<file path="src/rtl/maquina_maluca.sv">
// Coffee-machine sequencing FSM: one start request walks power-on, water check/refill,
// grind, filter, stir, tamp and extraction, then returns to idle.
module maquina_maluca (
    input  logic       clk,
    input  logic       rst_n,
    input  logic       start,
    output logic [3:0] state
);

    typedef enum logic [3:0] {
        IDLE                = 4'd1,
        LIGAR_MAQUINA       = 4'd2,
        VERIFICAR_AGUA      = 4'd3,
        ENCHER_RESERVATORIO = 4'd4,
        MOER_CAFE           = 4'd5,
        COLOCAR_NO_FILTRO   = 4'd6,
        PASSAR_AGITADOR     = 4'd7,
        TAMPEAR             = 4'd8,
        REALIZAR_EXTRACAO   = 4'd9
    } state_t;

    state_t r_state;
    state_t w_state_next;
    logic   r_agua_cheia;
    logic   w_agua_cheia_next;

    always_ff @(posedge clk) begin
        if (!rst_n) begin
            r_state      <= IDLE;
            r_agua_cheia <= 1'b0;
        end else begin
            r_state      <= w_state_next;
            r_agua_cheia <= w_agua_cheia_next;
        end
    end

    always_comb begin
        w_state_next      = r_state;
        w_agua_cheia_next = r_agua_cheia;
        case (r_state)
            IDLE: begin
                if (start) w_state_next = LIGAR_MAQUINA;
            end
            // Wait for start to drop so a held request brews only once.
            LIGAR_MAQUINA: begin
                if (!start) w_state_next = VERIFICAR_AGUA;
            end
            VERIFICAR_AGUA: begin
                w_state_next = r_agua_cheia ? MOER_CAFE : ENCHER_RESERVATORIO;
            end
            ENCHER_RESERVATORIO: begin
                w_agua_cheia_next = 1'b1;
                w_state_next      = VERIFICAR_AGUA;
            end
            MOER_CAFE:         w_state_next = COLOCAR_NO_FILTRO;
            COLOCAR_NO_FILTRO: w_state_next = PASSAR_AGITADOR;
            PASSAR_AGITADOR:   w_state_next = TAMPEAR;
            TAMPEAR:           w_state_next = REALIZAR_EXTRACAO;
            REALIZAR_EXTRACAO: begin
                w_agua_cheia_next = 1'b0;
                w_state_next      = IDLE;
            end
            // Illegal codes recover to idle with the reservoir marked empty.
            default: begin
                w_agua_cheia_next = 1'b0;
                w_state_next      = IDLE;
            end
        endcase
    end

    assign state = r_state;

endmodule

</file>
<file path="config.mk">
export PLATFORM = sky130hd
export DESIGN_NAME = maquina_maluca
export DESIGN_NICKNAME = d
export VERILOG_FILES = /design/src/rtl/maquina_maluca.sv
export SDC_FILE = /design/constraint.sdc
export NUM_CORES = 1
export LEC_CHECK = 0
export ABC_CLOCK_PERIOD_IN_PS = 950
export CORE_AREA = 10 10 47 49
export DETAILED_ROUTE_END_ITERATION = 16
export DIE_AREA = 0 0 57 59
export HOLD_SLACK_MARGIN = 0.12
export PLACE_DENSITY = 0.43
export SLEW_MARGIN = 10
export SYNTH_ARGS = -nofsm -noshare
export SYNTH_HDL_FRONTEND = slang
export SYNTH_SLANG_ARGS = --single-unit
</file>
<file path="constraint.sdc">
create_clock -name clk -period 0.95 [get_ports clk]
set_input_delay 0.19 -clock clk [delete_from_list [all_inputs] [get_ports clk]]
set_output_delay 0.19 -clock clk [all_outputs]
set_load 0.01 [all_outputs]
</file>
* Yosys cells after proc, flatten, opt, wreduce, memory -nomap -nowiden
Index checks and enable logic that the tools add are counted.
** Cells by class
- Equality and inequality tests :: 10
- Mux-type cells :: 5
- Reduce and logical (&&, ||, !) cells :: 2
** Operators with widths (number)
- $pmux 4 s8 :: 1
- $eq 4x3->1 const B :: 4
- $eq 4x2->1 const B :: 2
- $mux 4 :: 2
- $reduce_or 7->1 :: 1
- $eq 4x1->1 const B :: 1
- $eq 4x4->1 const B :: 1
- $ne 2x2->1 const B :: 2
- $pmux 1 s2 :: 1
- $reduce_and 2->1 :: 1
- $mux 1 :: 1
** Word-level totals
- Register bits after elaboration :: 5
- Bits of input ports :: 3
- Word-level logic and storage cells :: 19

* Longest topological paths before layout
- Depth in word-level cells :: 3
- Depth in mapped cells :: 4

* Worst setup path after synthesis
Ideal clock, no wire load.
- Kind :: reg2reg
- Start point :: register r_state[0], in the netlist state[0]
- End point :: register r_state[0], in the netlist state[0]
- Library setup time :: 0.114 ns
- Arrival time :: 0.834 ns
- Path slack :: 0.002 ns
- Cell stages (with the launch flop) :: 5
- Buffers on the path :: 1
- Clock period less this slack :: 0.948 ns
- Cell sequence :: dfxtp_1 buf_6 nor2b_1 o21ai_1 a21o_1
** On the way
- Word-level cells in the longest chain between the ends :: 3
- Elaborated cells on any way between the ends :: 12
- Those cells by class :: eq/ne: 10; mux: 1; reduce/logical: 1
** RTL lines
- start: declaration :: line 22 : state_t r_state;
- start signal: assignment :: line 32 : r_state <= w_state_next;
- $eq 4x2->1 / $eq 4x1->1 (equally long branches) :: line 40 : case (r_state)
- $ne 2x2->1 (no line)
- $reduce_and 2->1 (no line)
Parallel ways exist; a longest one is shown, timed or not.
A chain may end at the register's enable or synchronous reset.

* Final worst setup path
Same ends and word-level chain as after synthesis.

==> qor.log <==
qor: timing.final_critical_path_setup_slack 0.01250 ns
qor: cts.insertion_delay 0.24 ns
qor: synth.synth_area_per_cell 9.122 um2
qor: synth.yosys.area.top_type sky130_fd_sc_hd__dfxtp_1
qor: worst_setup_path.data_required_critical_path 1.08 ns
qor: synth.synth_cells 31
qor: timing.finalSetupViolCount 0
qor: cells_and_area.post_route_cells_drive_above_1_share 0.4186
qor: cts.root_buffer sky130_fd_sc_hd__clkbuf_4
qor: cells_and_area.area_delta_synth_final 38.94%
qor: global_route.vias_in_the_first_global_route 287
qor: floorplan.num_io_pins 7
qor: route.remaining_number_of_nets_flagged_by_the_antenna_check_after_routing 0
qor: timing.timing.setup.tns 0 ns
qor: timing.max_freq 1067 MHz
qor: pwr.power_density_cells 2418 nW/um2
qor: floorplan.die_w 57 um
qor: route.drt-wirelength-per-cell 10.42 um
qor: route.via_count 257
qor: global_route.global_route_wire_length_before_repair 1186 um
qor: cts.clock_sink_count 5
qor: global_route.gr-total-overflow 0
qor: placed_design.final_gp_congestion 0.7026
qor: worst_setup_path.timing.critical_path.slowest_cell_delay 0.32 ns
qor: global_route.grt_antenna_before_repair 0
qor: timing.final.min_clock_period 0.9375 ns
qor: timing.final-max-slew-violation-count 0
qor: synth.asyncSetResetFlopFracSynth 0
qor: placed_design.place.port_buffers 6
qor: synth.synth.cell_area 282.8 um2
qor: timing.fin_worst_hold_slack 0.4849 ns
qor: timing.final_count_of_hold_timing_violations 0
qor: timing.setup_skew_after_layout 0.001576 ns
qor: timing.worst_slew_margin_rel 0.8356
qor: worst_setup_path.critPathBufInv 1
qor: synth.synth_largest_type_area_fraction 0.3540
qor: timing.grt_setup_unrepaired true
qor: synth.dominantRegCellSynth sky130_fd_sc_hd__dfxtp_1
qor: cells_and_area.num-fill-cells 158
qor: cts.postCtsHoldBufs 0
qor: worst_setup_path.crit_end_category flop
qor: pwr.leakagePower 0.1612 nW
qor: synth.synth-seq-area-share 0.3540
qor: cells_and_area.num-nets-final 47
qor: route.initialDrtViolationCount 16
qor: cells_and_area.layout_common_cells sky130_fd_sc_hd__nor2b_1, sky130_fd_sc_hd__buf_2
qor: cts.maximum_buffer_depth_of_the_clock_tree 2
qor: synth.synthTopCellsByArea sky130_fd_sc_hd__dfxtp_1, sky130_fd_sc_hd__nor2b_1, sky130_fd_sc_hd__buf_6, sky130_fd_sc_hd__o21ai_1, sky130_fd_sc_hd__a211oi_1
qor: cells_and_area.multiInputGateArea 157.7 um2
qor: synth.synth.net_count 34
qor: global_route.globalRouteTotalUtil 0.04618
qor: timing.worstMarginPinSlew 0.2451 ns
qor: timing.final_min_period_over_clock_period 0.9868
qor: worst_setup_path.cell_at_the_slowest_stage_of_the_critical_path sky130_fd_sc_hd__dfxtp_2
qor: floorplan.die_area 3363 um2
qor: synth.post_synth_num_cell_types 17
qor: floorplan.std_cell_rows 14
qor: worst_setup_path.cell_by_cell_listing_of_the_critical_path buf_6 -> nor3b_2 -> o21ai_1 -> a21o_1
qor: synth.postSynthRegisterBits 5
qor: pwr.vdd_ir_drop_max 0.9091 mV
qor: cells_and_area.sequential_cell_area 102.6 um2
qor: cts.tritoncts.num_buffers 3
qor: job.cap_violations 0
qor: worst_setup_path.critical_path.max_fanout 5
qor: worst_setup_path.worst_ep_arrival_time 1.07 ns
qor: worst_setup_path.path_class flop to flop
qor: cts.cts_tree done
qor: route.drc 0
qor: worst_setup_path.cp_top_family flip-flops
qor: synth.ys_warn_count 0
qor: cells_and_area.n_antenna_cell 0
qor: worst_setup_path.startpoint_type flop
qor: route.drtPass1Iterations 4
qor: worst_hold_path.hold_removal_path_class flop to flop
qor: floorplan.initial_utilization 0.2018
qor: placed_design.place_worst_setup_slack -0.2370 ns
qor: global_route.largest_net_degree_at_the_start_of_global_routing 9
qor: floorplan.die_height 59 um
qor: cts.clk_pin_slew 0.04 ns
qor: cells_and_area.finish.utilization 0.2804
qor: synth.synth-edff-count 0
qor: route.detail_route.vias_per_cell 4.356
qor: floorplan.core_area 1401 um2
qor: route.route.final.wire_length 615 um
qor: outcome.status complete, no violations
qor: cts.htree_levels 1
==> area by class of cell <==
cell class              instances  share of cell area
multi-input cells              23              0.4013
flip-flops and latches          5              0.2611
repair buffers                 11              0.2197
clock buffers                   4             0.06688
well taps                      16             0.05096
==> cells in the mapped netlist, types with 2 or more instances <==
| library cell | n |
|---|---|
| sky130_fd_sc_hd__dfxtp_1 | 5 |
| sky130_fd_sc_hd__nor2b_1 | 5 |
| sky130_fd_sc_hd__o21ai_1 | 3 |
| sky130_fd_sc_hd__a211oi_1 | 2 |
| sky130_fd_sc_hd__buf_6 | 2 |
| sky130_fd_sc_hd__nand2_1 | 2 |
| sky130_fd_sc_hd__nand2b_1 | 2 |
==> registers in the layout (all words and copies together), names as in the netlist <==
register,cells
r_agua_cheia,1
state,4
==> per-stage QoR <==
stage / instance area [um2] / total power, mW / instances
final: 392.9 / 0.9500 / 59
after global routing: 392.9 / 1.039 / 59
after detailed placement: 362.8 / 0.6911 / 54
after floorplan: 282.8 / 0.5778 / 31
after global placement: 362.8 / 0.6807 / 54
after CTS: 382.9 / 0.9453 / 59
==> tightest hold or removal path: cells and delay by family (launching register included) <==
family           cells  cell delay, ns
AND/OR/NAND/NOR      1            0.05
AO/OA/AOI/OAI        1            0.07
flip-flops           1            0.31
==> power breakdown <==
| group | internal [mW] | total, mW | switching (mW) |
|---|---|---|---|
| registers | 0.265 | 0.297 | 0.0319 |
| clock network | 0.159 | 0.247 | 0.0886 |
| logic | 0.207 | 0.405 | 0.199 |
| total | 0.631 | 0.950 | 0.319 |
==> kinds of logic after synthesis <==
family	after synthesis	share of synthesized area
DFF	5	0.3540
xor gates and xnor gates	1	0.03098
and+or+nand+nor	13	0.2920
buffers and inverters	3	0.1062
AOI/OAI and AO/OA	9	0.2168
==> path summary, 6_finish.rpt <==
path | from | end | slack [ns] | cells past startpoint
worst max-delay path | state[0] | state[0] | 0.01 | 4
worst min-delay path | r_agua_cheia | r_agua_cheia | 0.48 | 2
worst max register to register | state[0] | state[0] | 0.01 | 4
worst min register to register | r_agua_cheia | r_agua_cheia | 0.48 | 2
==> what timing repair did <==
action,CTS,global route
pin swaps,0,1
gates resized for setup,19,3
setup endpoints to repair,5,5
setup buffers,0,0
gates cloned,1,0
==> metal layers <==
layer  GRT usage  up-vias  wire length (um)
met3     0.04077        0                45
met5           0        -                 0
met1     0.04260      120               278
met4     0.02013        0                 0
li1            -      130                 -
met2     0.07132        7               291
No activity file was read; power rests on OpenSTA's default activity.
